$ cat src/rtl/sync_mod_counter_div.sv
// Fully synchronous modulo-(TERM+1) up/down counter with load, terminal-count
// flag and a 50%-duty divided output that toggles on every wrap.
module sync_mod_counter_div #(
  parameter int                WIDTH    = 4,
  parameter logic [WIDTH-1:0]  TERM_RST = {WIDTH{1'b1}}
) (
  input  logic             CLK,
  input  logic             RST,
  input  logic             EN,
  input  logic             UP,
  input  logic             LOAD,
  input  logic [WIDTH-1:0] LOAD_VAL,
  input  logic [WIDTH-1:0] TERM,
  output logic [WIDTH-1:0] Q,
  output logic             TC,
  output logic             DIV_OUT
);

  // TERM_RST only documents the usual full-range tie-off for TERM.
  if (TERM_RST == '0) begin : g_term_rst_zero
  end

  logic [WIDTH-1:0] cnt_q, cnt_d;
  logic             div_q, div_d;
  logic             wrap;

  always_comb begin
    cnt_d = cnt_q;
    div_d = div_q;
    wrap  = 1'b0;
    if (LOAD) begin
      cnt_d = LOAD_VAL;
    end else if (EN) begin
      if (UP) begin
        // Anything at or above TERM (e.g. after a load or TERM change) wraps to 0.
        if (cnt_q >= TERM) begin
          cnt_d = '0;
          wrap  = 1'b1;
        end else begin
          cnt_d = cnt_q + WIDTH'(1);
        end
      end else begin
        if (cnt_q == '0) begin
          cnt_d = TERM;
          wrap  = 1'b1;
        end else begin
          cnt_d = cnt_q - WIDTH'(1);
        end
      end
    end
    if (wrap) begin
      div_d = ~div_q;
    end
  end

  always_ff @(posedge CLK) begin
    if (RST) begin
      cnt_q <= '0;
      div_q <= 1'b0;
    end else begin
      cnt_q <= cnt_d;
      div_q <= div_d;
    end
  end

  assign Q       = cnt_q;
  assign DIV_OUT = div_q;
  assign TC      = EN & (UP ? (cnt_q == TERM) : (cnt_q == '0));

endmodule

$ cat config.mk
export PLATFORM = sky130hd
export DESIGN_NAME = sync_mod_counter_div
export DESIGN_NICKNAME = d
export VERILOG_FILES = /design/src/rtl/sync_mod_counter_div.sv
export SDC_FILE = /design/constraint.sdc
export NUM_CORES = 1
export LEC_CHECK = 0
export CAP_MARGIN = 20
export CORE_AREA = 2 2 39 41
export CTS_CLUSTER_DIAMETER = 100
export DETAILED_ROUTE_END_ITERATION = 16
export DIE_AREA = 0 0 41 43
export PLACE_DENSITY = 0.75
export SYNTH_ARGS = -nofsm -noshare
export SYNTH_HDL_FRONTEND = slang
export SYNTH_SLANG_ARGS = --single-unit
$ cat constraint.sdc
create_clock -name CLK -period 5.45 [get_ports CLK]
set_clock_uncertainty 0.15 [all_clocks]
set_input_delay 0.545 -clock CLK [delete_from_list [all_inputs] [get_ports CLK]]
set_output_delay 0.545 -clock CLK [all_outputs]
set_load 0.01 [all_outputs]
==> run metrics <==
Setup TNS=0 ns; CTS Buf Count=3; vias per cell=5.35; Worst EP required=4.76 ns; nets=110; sequential element share of the synthesized area=17.8%; Final Instance Area=768 um2; Layout fillers=148; Post-Syn Nets=90; M3 GR Usage=1.57%; Worst Hold End=DIV_OUT$_SDFFE_PP0P_; max_cap viols=0; cell count after synthesis=71; post-route antenna net violation count=0; layout cells sized above 1=8.89%; DR pass1 iterations=5; htree depth=1; DIE WIDTH=41 um; final setup vio count=0; Final Cycle Share=53.3%; DP Worst Slack=2.55 ns; num rows=14; Post-CTS Setup Bufs=0; HPWL Detailed=1010 um; crit-path max FO=2; r2r endpoint=DIV_OUT$_SDFFE_PP0P_; total gr overflow=0; flops & latches, synth=5; vias post-DR=567; worst hold path class=register to register; Async SR Flop Fraction=0%; CTS sink count=5; Internal=101 uW; Port Buf Inserts=18; worst reg2reg startpoint=Q[0]$_SDFFE_PP0P_; global-route wire length before repair=2060 um; grt peak-use layer=met2; Final Hold Fails=0; switching part of the total power=31.4%; Pleak=0.000306 uW; f_max=344 MHz; met2 Use GR=23.8%; r2r worst-path depth=6; CP Class=primary input to primary output; most common library cells after synthesis=ha_1 (6), nor3_1 (6), a21oi_1 (5), dfxtp_1 (5), inv_1 (5); Worst setup EP type=primary output; measured slew at the worst slew-check pin=0.413 ns; gpl congestion=0.792; initial core utilization=40.6%; wire per inst=12.1 um; hold_buf cts=0; Post-Syn Area=562 um2; Sw Pwr=46.2 uW; met1 usage=23.1%; DRC=0; Pwr Density=191 mW/mm2; largest net degree at the start of global routing=11; hold path cells=2; Gate power share=39.7%; relative slew slack=72.4%; initial antenna violation count=0; clock root cell=clkbuf_4; antenna fix cells=0; final worst slack=2.54 ns; RSZ-0062 raised after global routing=false; clock slew at reported path FFs=0.04 ns; top-area cell type share of the netlist area=17.8%; Clock power frac=28.1%; Mapped Avg Cell Area=7.91 um2; total die area=0.00176 mm2; Final Slew Violations=0; most area-hungry cell type in the Yosys netlist=dfxtp_1; die height=43 um; setup slack, reg-to-reg=3.40 ns; Post-DP Area=742 um2; num ports=19; Ys Warns=0; CTS tree=done; status=finished, final reports clean; synth unique cells=33; clk buf depth=2; ranking of synthesized cells by area=dfxtp_1 (18%), ha_1 (13%), nor3_1 (5.3%); drt total wl=1280 um; Flop pwr share=32.2%; hold path startpoint=DIV_OUT$_SDFFE_PP0P_; number of DRC markers in iteration 0=12; EDFF count, synth=0; worst path arrival time=2.21 ns; ys flop type=dfxtp_1; crit start category=primary input; total power=147 uW; # resized after CTS=0; worst-skew pair later-pin latency=0.24 ns; minimum clock period=2.91 ns; core area=0.00138 mm2; final core occ=55.5%; P&R area growth vs syn=36.7%; vias in the first global route=507; Tot GR Track Use=16.6%; Peak supply drop=0.141 mV
flip-flops by register name, summed over array words and instances, names as in the netlist:
| register | count |
|---|---|
| DIV_OUT | 1 |
| Q | 4 |
per-stage QoR:
stage,instances,hold slack (ns)
2_1_floorplan,71,0.404
3_3_place_gp,102,0.382
3_5_place_dp,102,0.388
4_1_cts,106,0.407
5_1_grt,106,0.468
6_report,106,0.403
how the worst max path moves through the flow:
| stage | start | to | slack [ns] | cells after the start |
|---|---|---|---|---|
| 4_1_cts | TERM[1] | TC | 2.54 | 6 |
| 3_5_place_dp | TERM[1] | TC | 2.55 | 6 |
| 5_1_grt | TERM[1] | TC | 2.48 | 6 |
| 2_1_floorplan | Q[0]$_SDFFE_PP0P_ | TC | 3.53 | 5 |
| 3_3_place_gp | TERM[1] | TC | 2.60 | 6 |
| 6_report | TERM[1] | TC | 2.54 | 6 |
area by class of cell:
class | instances | area [um2] | share of cell area, %
inverter | 5 | 18.8 | 2.44
multi-input combinational | 58 | 423 | 55.0
clock buffer | 4 | 26.3 | 3.42
timing repair buffer | 18 | 180 | 23.5
sequential | 5 | 100 | 13.0
tap | 16 | 20.0 | 2.61
layer usage:
layer	share of wire, %	vias up
li1	-	298
met1	49	250
met2	46	19
met3	5.5	0
met4	0	0
met5	0	-
cell families (layout without fill, tap and decap cells):
logic type | count (synthesis) | after routing | synth area share [%]
XOR/XNOR | 2 | 2 | 3.12
adder cells (fa/ha/maj) | 6 | 6 | 13.4
AND/OR/NAND/NOR | 28 | 28 | 30.5
buffers and inverters | 8 | 27 | 6.90
flip-flops | 5 | 5 | 17.8
multiplexers | 2 | 2 | 3.79
AO/OA/AOI/OAI | 20 | 20 | 24.5
layout by cell type, fill, tap and decap left out, drive strengths merged, types with 2 or more instances in the layout:
| cell | synthesis | layout |
|---|---|---|
| nor3 | 6 | 6 |
| nand2b | 3 | 3 |
| nor3b | 3 | 3 |
| nor2b | 4 | 4 |
| clkbuf | 0 | 4 |
| dfxtp | 5 | 5 |
| o21bai | 2 | 2 |
| a21oi | 6 | 6 |
| inv | 5 | 5 |
| clkdlybuf4s50 | 0 | 18 |
| nand3b | 2 | 2 |
| o21ai | 4 | 4 |
| o31a | 2 | 2 |
| nor2 | 4 | 4 |
| ha | 6 | 6 |
| nand2 | 2 | 2 |
critical path, stage by stage:
cell and delay (ns):
clkdlybuf4s50_1 0.48, inv_1 0.05, ha_1 0.29, nand4_1 0.12, a21oi_1 0.17, clkdlybuf4s50_1 0.55
power by group through the flow:
| stage | registers [uW] | logic (uW) | clock network (uW) |
|---|---|---|---|
| finish | 47.4 | 58.4 | 41.3 |
| global route | 48.0 | 65.4 | 45.9 |
| CTS | 47.3 | 58.9 | 44.2 |
| detailed placement | 47.9 | 58.5 | 0 |
| global placement | 47.9 | 57.3 | 0 |
| floorplan | 46.4 | 36.5 | 0 |
(Power assumes the default switching activity.)
